<file path="src/rtl/uart_cmd_pkg.sv">
// ---------------------------------------------------------------------------
// uart_cmd_pkg
// Shared definitions for the UART command decoder:
//   - FSM state encoding (IDLE, PEND, DECODE, RESP)
//   - default command / terminator / response character constants
//   - fold_upper(): maps 'a'..'z' onto 'A'..'Z', every other byte unchanged
// ---------------------------------------------------------------------------
package uart_cmd_pkg;

  localparam logic [1:0] ST_IDLE   = 2'd0;
  localparam logic [1:0] ST_PEND   = 2'd1;
  localparam logic [1:0] ST_DECODE = 2'd2;
  localparam logic [1:0] ST_RESP   = 2'd3;

  localparam logic [7:0] DEF_CMD_RUN  = 8'h52;  // 'R'
  localparam logic [7:0] DEF_CMD_CLR  = 8'h43;  // 'C'
  localparam logic [7:0] DEF_CMD_MODE = 8'h4D;  // 'M'
  localparam logic [7:0] DEF_TERM     = 8'h0D;  // CR
  localparam logic [7:0] DEF_ACK_CHAR = 8'h4B;  // 'K'
  localparam logic [7:0] DEF_NAK_CHAR = 8'h3F;  // '?'
  localparam logic [7:0] CHR_LF       = 8'h0A;

  // Lowercase letters differ from uppercase only in bit 5.
  function automatic logic [7:0] fold_upper(input logic [7:0] b);
    if (b >= 8'h61 && b <= 8'h7A) begin
      return b & 8'hDF;
    end
    return b;
  endfunction

endpackage

</file>
<file path="src/rtl/uart_cmd_decoder.sv">
// ---------------------------------------------------------------------------
// uart_cmd_decoder
// Pops bytes from a first-word-fall-through RX FIFO, recognises single-char
// commands terminated by CR, drives the run/mode levels and the clear pulse,
// and optionally pushes an ACK/NAK byte into the TX FIFO.
//
// Ports
//   clk, rst     clock; synchronous active-high reset
//   rx_valid     RX FIFO not empty
//   rx_data      RX FIFO head byte
//   rx_rd        pop strobe (combinational, head consumed this cycle)
//   tx_full      TX FIFO full
//   tx_wr        push strobe into TX FIFO
//   tx_wdata     response byte, holds last pushed value while tx_wr=0
//   uart_enable  run level (toggled by CMD_RUN)
//   uart_mode    mode level (toggled by CMD_MODE)
//   uart_clear   one-cycle pulse (CMD_CLR)
//   err_cnt      illegal-byte counter, saturates at 8'hFF
// ---------------------------------------------------------------------------
module uart_cmd_decoder
  import uart_cmd_pkg::*;
#(
  parameter logic [7:0] CMD_RUN  = DEF_CMD_RUN,
  parameter logic [7:0] CMD_CLR  = DEF_CMD_CLR,
  parameter logic [7:0] CMD_MODE = DEF_CMD_MODE,
  parameter logic [7:0] TERM     = DEF_TERM,
  parameter logic [7:0] ACK_CHAR = DEF_ACK_CHAR,
  parameter logic [7:0] NAK_CHAR = DEF_NAK_CHAR,
  parameter logic       RESP_EN  = 1'b1
) (
  input  logic       clk,
  input  logic       rst,
  input  logic       rx_valid,
  input  logic [7:0] rx_data,
  output logic       rx_rd,
  input  logic       tx_full,
  output logic       tx_wr,
  output logic [7:0] tx_wdata,
  output logic       uart_enable,
  output logic       uart_mode,
  output logic       uart_clear,
  output logic [7:0] err_cnt
);

  function automatic logic [7:0] sat_inc(input logic [7:0] c);
    return (c == 8'hFF) ? c : c + 8'd1;
  endfunction

  logic [1:0] state;
  logic       pend_vld;
  logic [7:0] pend_cmd;
  logic [7:0] byte_reg;
  logic [7:0] byte_fold;
  logic [7:0] resp_byte;
  logic [7:0] tx_wdata_q;
  logic       is_cmd;

  assign byte_fold = fold_upper(byte_reg);
  assign is_cmd    = (byte_fold == CMD_RUN) || (byte_fold == CMD_CLR) ||
                     (byte_fold == CMD_MODE);

  // Pops only from the two waiting states; DECODE and RESP never pop, which
  // gives the FIFO empty flag a cycle to settle between consecutive pops.
  assign rx_rd    = ((state == ST_IDLE) || (state == ST_PEND)) && rx_valid;
  assign tx_wr    = RESP_EN && (state == ST_RESP) && !tx_full;
  assign tx_wdata = tx_wr ? resp_byte : tx_wdata_q;

  // Control: FSM, pending flag, output levels and counter
  always_ff @(posedge clk) begin
    if (rst) begin
      state       <= ST_IDLE;
      pend_vld    <= 1'b0;
      uart_enable <= 1'b0;
      uart_mode   <= 1'b0;
      uart_clear  <= 1'b0;
      err_cnt     <= 8'h00;
      tx_wdata_q  <= 8'h00;
    end else begin
      uart_clear <= 1'b0;
      case (state)
        ST_IDLE, ST_PEND: begin
          if (rx_valid) state <= ST_DECODE;
        end
        ST_DECODE: begin
          if (is_cmd) begin
            pend_vld <= 1'b1;
            state    <= ST_PEND;
          end else if (byte_fold == TERM) begin
            if (pend_vld) begin
              pend_vld <= 1'b0;
              if (pend_cmd == CMD_RUN)  uart_enable <= ~uart_enable;
              if (pend_cmd == CMD_MODE) uart_mode   <= ~uart_mode;
              if (pend_cmd == CMD_CLR)  uart_clear  <= 1'b1;
              state <= ST_RESP;
            end else begin
              state <= ST_IDLE;
            end
          end else if (byte_fold == CHR_LF) begin
            state <= pend_vld ? ST_PEND : ST_IDLE;
          end else begin
            pend_vld <= 1'b0;
            err_cnt  <= sat_inc(err_cnt);
            state    <= ST_RESP;
          end
        end
        default: begin  // ST_RESP
          if (tx_wr) tx_wdata_q <= resp_byte;
          if (!RESP_EN || !tx_full) state <= ST_IDLE;
        end
      endcase
    end
  end

  // Data: captured byte, pending command, response byte (no reset needed)
  always_ff @(posedge clk) begin
    if (rx_rd) byte_reg <= rx_data;
    if (state == ST_DECODE) begin
      if (is_cmd) pend_cmd <= byte_fold;
      resp_byte <= (byte_fold == TERM) ? ACK_CHAR : NAK_CHAR;
    end
  end

endmodule
</file>
<file path="config.mk">
export PLATFORM = sky130hd
export DESIGN_NAME = uart_cmd_decoder
export DESIGN_NICKNAME = d
export VERILOG_FILES = /design/src/rtl/uart_cmd_pkg.sv /design/src/rtl/uart_cmd_decoder.sv
export SDC_FILE = /design/constraint.sdc
export NUM_CORES = 1
export LEC_CHECK = 0
export CAP_MARGIN = 20
export CORE_MARGIN = 1
export CORE_UTILIZATION = 53
export CTS_BUF_LIST = sky130_fd_sc_hd__clkbuf_4 sky130_fd_sc_hd__clkbuf_8
export CTS_CLUSTER_SIZE = 12
export DETAILED_ROUTE_END_ITERATION = 8
export PLACE_DENSITY = 0.81
export SETUP_SLACK_MARGIN = 0.05
export SLEW_MARGIN = 0
export SYNTH_ARGS = -nofsm -noshare
export SYNTH_HDL_FRONTEND = slang
export SYNTH_SLANG_ARGS = --single-unit
</file>
<file path="constraint.sdc">
create_clock -name clk -period 2.8 [get_ports clk]
set_input_delay 0.42 -clock clk [delete_from_list [all_inputs] [get_ports clk]]
set_output_delay 0.42 -clock clk [all_outputs]
set_load 0.02 [all_outputs]
</file>
-- After elaboration in Yosys (flattened, before gate mapping)
Cells that the tools add are included.
- register bits: 46
- input bits: 12
- output and inout bits: 21
- logic and storage cells: 70
- add/subtract/negate cells: 1
- magnitude comparators: 2
- eq/ne operators: 15
- multiplexer cells: 17
- bitwise operators: 8
- reductions and logical operators: 17
- operators by type and width (kind ; number):
    8-bit by 7-bit equality test with 1-bit output (second input constant) ; 6
    8-bit two-way mux ; 3
    8-bit by 4-bit equality test with 1-bit output (second input constant) ; 2
    5-bit AND reduction ; 3
    2-bit two-way mux ; 6
    8-bit by 1-bit adder with 8-bit output (second input constant) ; 1
    8-bit equality test (second input constant) ; 1
    8-bit by 7-bit >= comparator with 1-bit output (second input constant) ; 1
    8-bit by 7-bit <= comparator with 1-bit output (second input constant) ; 1
    1-bit inverter ; 8
    7-bit two-way mux ; 1
    1-bit two-way mux ; 6
    2-bit AND reduction ; 3
    5-bit OR reduction ; 1
    2-bit equality test (second input constant) ; 2
    2-bit one-hot mux with 2 select lines ; 1
    1-bit logical AND ; 3
    1-bit logical OR ; 3
    3-bit by 1-bit inequality test with 1-bit output (second input constant) ; 1
    3-bit inequality test (second input constant) ; 1
    3-bit OR reduction ; 1
    2-bit by 1-bit equality test with 1-bit output (second input constant) ; 1
    2-bit zero test ; 1
    2-bit inequality test (second input constant) ; 1
    other kinds (2) ; 2

-- Longest topological paths before layout
Gate-level depths: netlist of run 1.
- depth in word-level cells: 9
- mapped depth: 7
- mapped depth without buffers: 7

-- Worst setup path after synthesis of run 1
No wires, ideal clock.
- path type: reg-to-reg
- start point: register byte_reg[3]
- end point: register pend_cmd[0], enable pin
- setup time: 0.324 ns
- data arrival time: 1.806 ns
- data required time: 2.476 ns
- slack: 0.670 ns
- cell stages (with the launch flop): 5
- buffers on the path: 0
- clock period less this slack: 2.130 ns
- path through: edfxtp_1 > or3b_1 > a2111oi_1 > o21ai_0 > inv_1
- word-level cells in the longest chain between the ends: 8
- elaborated cells between the ends (all ways): 12
- those cells by class: 2 x order compare; 3 x eq/ne; 3 x mux; 4 x reduce/logical
- ends and longest elaborated chain (element ; RTL line ; RTL):
    start: declaration ; uart_cmd_decoder.sv:52 ; logic [7:0] byte_reg;
    start signal: assignment ; uart_cmd_decoder.sv:116 ; if (rx_rd) byte_reg <= rx_data;
    8-bit by 7-bit >= comparator with 1-bit output or 8-bit by 7-bit <= comparator with 1-bit output (tied branches) ; uart_cmd_pkg.sv:25 ; if (b >= 8'h61 && b <= 8'h7A) begin
    1-bit logical AND ; uart_cmd_pkg.sv:25 ;
    1-bit two-way mux ; uart_cmd_pkg.sv:25 ;
    8-bit two-way mux (*) ; uart_cmd_pkg.sv:28 ; return b;
    8-bit by 7-bit equality test with 1-bit output ; uart_cmd_decoder.sv:59 ; assign is_cmd = (byte_fold == CMD_RUN) || (byte_fold == CMD_CLR) ||
    1-bit logical OR ; uart_cmd_decoder.sv:59 ;
    1-bit logical OR (*) ; uart_cmd_decoder.sv:59 ;
    2-bit AND reduction (no source line) (*) ; n/a ;
    end signal: assignment ; uart_cmd_decoder.sv:118 ; if (is_cmd) pend_cmd <= byte_fold;
    end: declaration ; uart_cmd_decoder.sv:51 ; logic [7:0] pend_cmd;
Every way passes the cells marked *; elsewhere a longest branch is shown, timed or not. The select of a mux whose other input is x is not followed.
A chain may end at the register's enable or synchronous reset.

-- Worst setup path after layout of run 1
- start point: input port tx_full
- end point: output port tx_wdata[5]
- word-level cells in the longest chain between the ends: 3
- ends and longest elaborated chain (element ; RTL line ; RTL):
    start: declaration ; uart_cmd_decoder.sv:36 ; input logic tx_full,
    1-bit zero test ; n/a ;
    1-bit logical AND ; uart_cmd_decoder.sv:65 ; assign tx_wr = RESP_EN && (state == ST_RESP) && !tx_full;
    8-bit two-way mux ; n/a ;
    end: declaration ; uart_cmd_decoder.sv:38 ; output logic [7:0] tx_wdata,
No other way between the ends.

==> metrics.md, run 1 <==
| Metric | Value |
|---|---|
| Pwr dens | 484.3 nW/um^2 |
| Longest Clk Path Bufs | 2 |
| Post_cts resized | 0 |
| Clock Latency Late Sink | 0.35 ns |
| Synth top cells by count | 22 x dfxtp_1, 19 x nand2_1, 18 x edfxtp_1, 11 x a21oi_1 |
| Cts bufs inserted | 5 |
| Post-route DRC | 0 |
| Hold_sp | tx_wdata_q[2] |
| Critical path required time | 2.38 ns |
| IO Pins | 33 |
| CP max FO | 6 |
| Final Non-Filler Cells | 244 |
| Layout cells sized above 1 | 11.50% |
| Vias/cell | 5.447 |
| Slew Limit Fails | 0 |
| Flop2flop setup slack | 0.37 ns |
| CTS root buf | clkbuf_4 |
| Slew @ Worst Pin | 0.6896 ns |
| Hold Vio Cnt, Final | 0 |
| Sinks on Clock Net | 40 |
| Nets@finish | 212 |
| Global-route wire length before repair | 5292 um |
| Post-DRT Antenna Nets | 0 |
| Worst Hold Depth | 2 |
| Htree depth | 2 |
| Worst-path clk slew | 0.11 ns |
| Pleak | 0.7853 nW |
| Syn_area_per_cell | 10.94 um^2 |
| Run status | finished, final reports clean |
| DR pass1 iterations | 5 |
| DR vias | 1329 |
| EDFF count, synth | 18 |
| Fmax | 405.6 MHz |
| Half-perimeter wire length after placement | 2333 um |
| Port-buffer cells | 32 |
| Initial detailed-routing violation count | 93 |
| Crit path DAT | 2.05 ns |
| Hold Path Class | reg2reg |
| Period minus WS final | 2.465 ns |
| Filler cells | 232 |
| Seq cells post-synth | 40 |
| Top-count cell post-synth | dfxtp_1 |
| R2R cell count | 5 |
| DP Area | 2126 um^2 |
| Crit. End Element | primary output |
| Num rows | 20 |
| Worst Hold Endpoint | tx_wdata_q[2] |
| Cts hold-fix bufs | 0 |
| CTS tree | built |
| Area of the core | 3078 um^2 |
| Worst vdd ir | 0.3381 mV |
| Dominant cells by area after synthesis | edfxtp_1 31%, dfxtp_1 25%, nand2_1 4.1%, nor2b_1 3.6%, a21oi_1 3.2% |
| Vias in the first global route | 1229 |
| RSZ-0062 raised after global routing | false |
| TNS Setup | 0 ns |
| RR Endpoint | err_cnt[6] |
| Initial Utilization | 56.50% |
| Synth unique cells | 45 |
| Die width | 59.29 um |
| Setup crit start kind | input pin |
| Leading area contributor after synthesis | edfxtp_1 |
| Die ar. | 3515 um^2 |
| Drt wl/cell | 13.44 um |
| Critical path type | in2out |
| Initial antenna violation count | 0 |
| Final period util | 88.05% |
| Dpl cells | 236 |
| R2r startpoint | byte_reg[2] |
| Ant. Diodes | 0 |
| Top-area cell type share of the netlist area | 31.08% |
| Yosys warns | 0 |
| Final clock skew | 0.01439 ns |
| Finished layout cell area | 2192 um^2 |
| Grt total ovfl | 0 |
| Place WS | 0.3334 ns |
| Largest net degree at the start of global routing | 21 |
| Syn Inst Count | 159 |
| Post-synthesis net count | 172 |
| Pwr Total | 0.001062 W |
| WL final | 3279 um |
| Max Cap Viol | 0 |
| Die height | 59.29 um |
| Setup WS post-layout | 0.3346 ns |
| Register area share after synthesis | 56.40% |
| Area of the mapped netlist | 1739 um^2 |
| GP Congestion | 0.7629 |
| Final setup violation count | 0 |
| Area Overhead vs Synth | 26.04% |
| Ys async rst share | 0% |
| Gr usage total | 20.83% |
| Top FF cell, synth | dfxtp_1 |
| Setup repair bufs after CTS | 0 |
| Max_slew headroom | 53.89% |
==> through the flow <==
step	util [%]	hold WS (ns)
2_1_floorplan	-	0.4306
3_3_place_gp	69.07	0.4527
3_5_place_dp	69.07	0.4640
5_1_grt	71.22	0.4983
6_report	71.22	0.4748
4_1_cts	71.22	0.4797
==> metal layers <==
metal / vias to the layer above / routed length [um] / track usage (%)
met2: 43 / 1634 / 33.23
met1: 623 / 1449 / 25.18
met3: 2 / 176 / 7.642
met4: 0 / 19 / 9.184
met5: - / 0 / 0
li1: 661 / - / -
==> area by class of cell <==
type                            instances  area, um^2  share of cell area [%]
Sequential cell                        40       980.9                   44.75
Multi-Input combinational cell        109       713.2                   32.53
Timing Repair Buffer                   36       350.3                   15.98
Clock buffer                            8       66.31                   3.025
Tap cell                               44       55.05                   2.511
Inverter                                7       26.28                   1.199
==> critical path, cell delays in order <==
cell             delay, ns
clkdlybuf4s50_1       0.42
nor2b_1               0.11
nand2_1               0.08
inv_1                 0.13
nand2_1               0.16
nand2_1               0.11
clkdlybuf4s50_1       0.61
==> cells in the final DEF, fill, tap and decap left out, drive strengths merged, types with 2 or more instances in the layout <==
cell,netlist,layout
clkdlybuf4s50,0,32
dfxtp,22,22
nand2,19,19
edfxtp,18,18
a21oi,11,11
nor2,11,11
nor2b,10,10
clkbuf,2,8
nand2b,7,7
inv,7,7
nand4,5,5
or4,4,4
buf,1,4
nor4,4,4
o21ai,3,3
mux2,3,3
o31ai,3,3
nand3b,3,3
or3,2,2
xnor2,2,2
or3b,2,2
a2111oi,2,2
nor4b,2,2
==> where the power goes <==
group          internal [W]  switching (W)  total [W]
clock network      0.000143       0.000180   0.000323
logic             0.0000495      0.0000467  0.0000961
registers          0.000627      0.0000152   0.000642
==> how the worst max path moves through the flow <==
stage	from	to	slack (ns)
2_1_floorplan	byte_reg[3]	pend_cmd[0]	0.67
3_3_place_gp	tx_full	tx_wdata[2]	0.41
3_5_place_dp	tx_full	tx_wdata[5]	0.33
4_1_cts	tx_full	tx_wdata[5]	0.33
5_1_grt	tx_full	tx_wdata[5]	0.18
6_report	tx_full	tx_wdata[5]	0.33
==> cell families after synthesis <==
group	after synthesis	share of synthesized area, %
AO/OA/AOI/OAI	24	8.921
XOR/XNOR	2	1.007
adder cells (fa/ha/maj)	1	0.7193
buffers and inverters	10	2.590
multiplexers	4	3.165
AND/OR/NAND/NOR	78	27.19
flip-flops	40	56.40
(Power assumes the default switching activity.)
==> inputs of run 2 (changes only) <==
ABC_AREA = 1   (was unset)
CORE_UTILIZATION = 54   (was 53)
PLACE_DENSITY = 0.82   (was 0.81)
==> run 2 against run 1 <==
  * Routed wire length shrank 2.3%
  * Critical endpoint is now tx_wdata[6]
  * Worst setup slack lost 0.13 ns
  * Critical path depth shrank 1
  * Die area grew 4.6%
  * Highest routed layer unchanged
  * Sequential power is essentially flat
  * Critical path type unchanged
  * Largest cell class unchanged
==> metrics.md, run 2 <==
| Metric | Value |
|---|---|
| Comb pwr share | 9.7% |
| Hold Worst Slack | 0.4542 ns |
| Area Overhead vs Synth | 24.14% |
| Cts hold-fix bufs | 0 |
| Initial detailed-routing violation count | 81 |
| CTS tree | built |
| CP max FO | 10 |
| Cts bufs inserted | 5 |
| DR pass1 iterations | 4 |
| Gr usage total | 19.61% |
| Num rows | 20 |
| Post_cts resized | 0 |
| Slew Limit Fails | 0 |
| Dominant cells by area after synthesis | edfxtp_1 29%, dfxtp_1 24%, nand2_1 8.3%, inv_1 5.9%, nor2_1 5.9% |
| RSZ-0062 raised after global routing | false |
| Register area share after synthesis | 52.87% |
| Clock Latency Late Sink | 0.33 ns |
| Synth top cells by count | 41 x nand2_1, 29 x inv_1, 29 x nor2_1, 22 x dfxtp_1, 19 x a21oi_1 |
| Commonest non-fill, non-tap cell in the layout | nand2_1 |
| Grt total ovfl | 0 |
| Slew @ Worst Pin | 0.4222 ns |
| Synth unique cells | 28 |
| Ant. Diodes | 0 |
| Seq pwr share | 57.2% |
| Crit. Startpoint | tx_full |
| Drt wl/cell | 10.65 um |
| Vias in the first global route | 1226 |
| Hold Vio Cnt, Final | 0 |
| Global-route wire length before repair | 5271 um |
| Vias/cell | 4.953 |
| Filler cells | 255 |
| Top-area cell type share of the netlist area | 29.13% |
| Htree depth | 2 |
| Yosys warns | 0 |
| Crit path DAT | 2.17 ns |
| Setup repair bufs after CTS | 0 |
| RR Endpoint | pend_cmd[2] |
| Seq cells post-synth | 40 |
| Flop2flop setup slack | 1.21 ns |
| Max Cap Viol | 0 |
| Post-DRT Antenna Nets | 0 |
| Post-synthesis net count | 231 |
| Top FF cell, synth | dfxtp_1 |
| Layout cells sized above 1 | 10.12% |
| Nets@finish | 269 |
| Syn_area_per_cell | 8.512 um^2 |
| Critical path required time | 2.38 ns |
| Final clock skew | 0.01219 ns |
| Setup crit start kind | input pin |
| Largest net degree at the start of global routing | 15 |
| Post-route DRC | 0 |
| Clock power frac | 33.1% |
| Switching pwr | 0.0002497 W |
| Initial Utilization | 58.85% |
| Final Non-Filler Cells | 301 |
| Final setup violation count | 0 |
| Die height | 60.62 um |
| Die width | 60.62 um |
| Place WS | 0.1885 ns |
| Sinks on Clock Net | 40 |
| Syn Inst Count | 218 |
| Initial antenna violation count | 0 |
| Longest Clk Path Bufs | 2 |
| Critical path type | in2out |
| CTS root buf | clkbuf_4 |
| Half-perimeter wire length after placement | 2358 um |
| Period minus WS final | 2.593 ns |
| Port-buffer cells | 32 |
| Max_slew headroom | 71.85% |
| Hold Path Class | reg2reg |
| Internal power | 0.0008718 W |
| Leading area contributor after synthesis | edfxtp_1 |
| Die ar. | 3675 um^2 |
| Fmax | 385.7 MHz |
| Top-count cell post-synth | nand2_1 |
| Pleak | 0.9556 nW |
| Crit. End Element | primary output |
| WL final | 3205 um |
| Area of the mapped netlist | 1856 um^2 |
| DP Area | 2223 um^2 |
| Area of the core | 3153 um^2 |
| Worst vdd ir | 0.4176 mV |
| IO Pins | 33 |
| EDFF count, synth | 18 |
| GP Congestion | 0.8606 |
| Final period util | 92.60% |
| Pwr dens | 486.8 nW/um^2 |
| Sw Ratio | 22.26% |
| Worst-path clk slew | 0.11 ns |
| DR vias | 1491 |
| Dpl cells | 293 |
| Finished layout cell area | 2303 um^2 |
| Run status | finished, final reports clean |
| R2R cell count | 7 |
| TNS Setup | 0 ns |
| Worst setup endpoint | tx_wdata[6] |
| Ys async rst share | 0% |
| Most frequent cells in the layout | 41 x nand2_1, 32 x clkdlybuf4s50_1, 29 x inv_1, 29 x nor2_1, 22 x dfxtp_1 |
| Setup WS post-layout | 0.2071 ns |
| R2r startpoint | byte_reg[0] |
==> run 2: cell types whose count changed in the layout (fill, tap and decap cells not counted), moves of 5 or more <==
cell and change:
inv_1 +23, nand2_1 +22, nor2_1 +19, nor2b_1 -10
a21oi_1 +8, nand2b_1 -7, nand4_1 +7, nand3_1 +6
xor2_1 +5
==> run 2: stage by stage <==
step	power, W	utilization, %
final	0.001121	73.06
after global routing	0.001171	73.06
after CTS	0.001134	73.06
after detailed placement	0.0007635	70.52
after global placement	0.0007606	70.52
after floorplan	0.0007163	-
==> run 2: area by class of cell <==
| cell class | instances | area, um^2 | share of cell area (%) |
|---|---|---|---|
| Tap cell | 44 | 55.05 | 2.390 |
| Inverter | 34 | 127.6 | 5.540 |
| Sequential cell | 40 | 980.9 | 42.59 |
| Timing Repair Buffer | 34 | 335.3 | 14.56 |
| Multi-Input combinational cell | 141 | 724.4 | 31.45 |
| Clock buffer | 6 | 45.04 | 1.955 |
| Clock inverter | 2 | 35.03 | 1.521 |
==> run 2: how the worst min path moves through the flow <==
stage                        from       endpoint  slack [ns]  cells past startpoint
floorplan           tx_wdata_q[7]  tx_wdata_q[7]        0.42                      2
global placement      byte_reg[6]    pend_cmd[6]        0.43                      0
detailed placement  tx_wdata_q[7]  tx_wdata_q[7]        0.44                      2
CTS                 tx_wdata_q[7]  tx_wdata_q[7]        0.46                      2
global route        tx_wdata_q[2]  tx_wdata_q[2]        0.49                      2
finish              tx_wdata_q[7]  tx_wdata_q[7]        0.45                      2
==> run 2: metal layers <==
metal  global-route usage [%]  wire (um)  vias up
li1                         -          -      795
met1                    27.02       1595      656
met2                    30.93       1432       38
met3                    4.691        156        2
met4                    5.844         21        0
met5                        0          0        -
==> run 2: kinds of logic after synthesis <==
group | count (synthesis) | share of synthesized area [%]
and+or+nand+nor | 108 | 28.52
DFF | 40 | 52.87
buffers and inverters | 37 | 8.091
AOI/OAI and AO/OA | 27 | 7.485
xor gates and xnor gates | 5 | 2.360
adders and majority gates | 1 | 0.6742
==> run 2: worst max-delay path, cell delays in order <==
cell and delay, ns:
clkdlybuf4s50_1 0.47, nor3_4 0.33, inv_2 0.14, o21ai_0 0.22
inv_1 0.06, clkdlybuf4s50_1 0.53
==> run 2: power groups by stage <==
| stage | combinational (W) | clock [W] | sequential [W] |
|---|---|---|---|
| after floorplan | 0.0000623 | 0 | 0.000654 |
| after global placement | 0.000107 | 0 | 0.000654 |
| after detailed placement | 0.000109 | 0 | 0.000654 |
| after CTS | 0.000110 | 0.000383 | 0.000642 |
| after global routing | 0.000121 | 0.000406 | 0.000644 |
| final | 0.000109 | 0.000371 | 0.000642 |
==> inputs of run 3 (changes only) <==
HOLD_SLACK_MARGIN = 0.03   (was unset)
==> results of run 3 <==
Same layout as run 2: the final DEF is identical, and so are final timing and power.
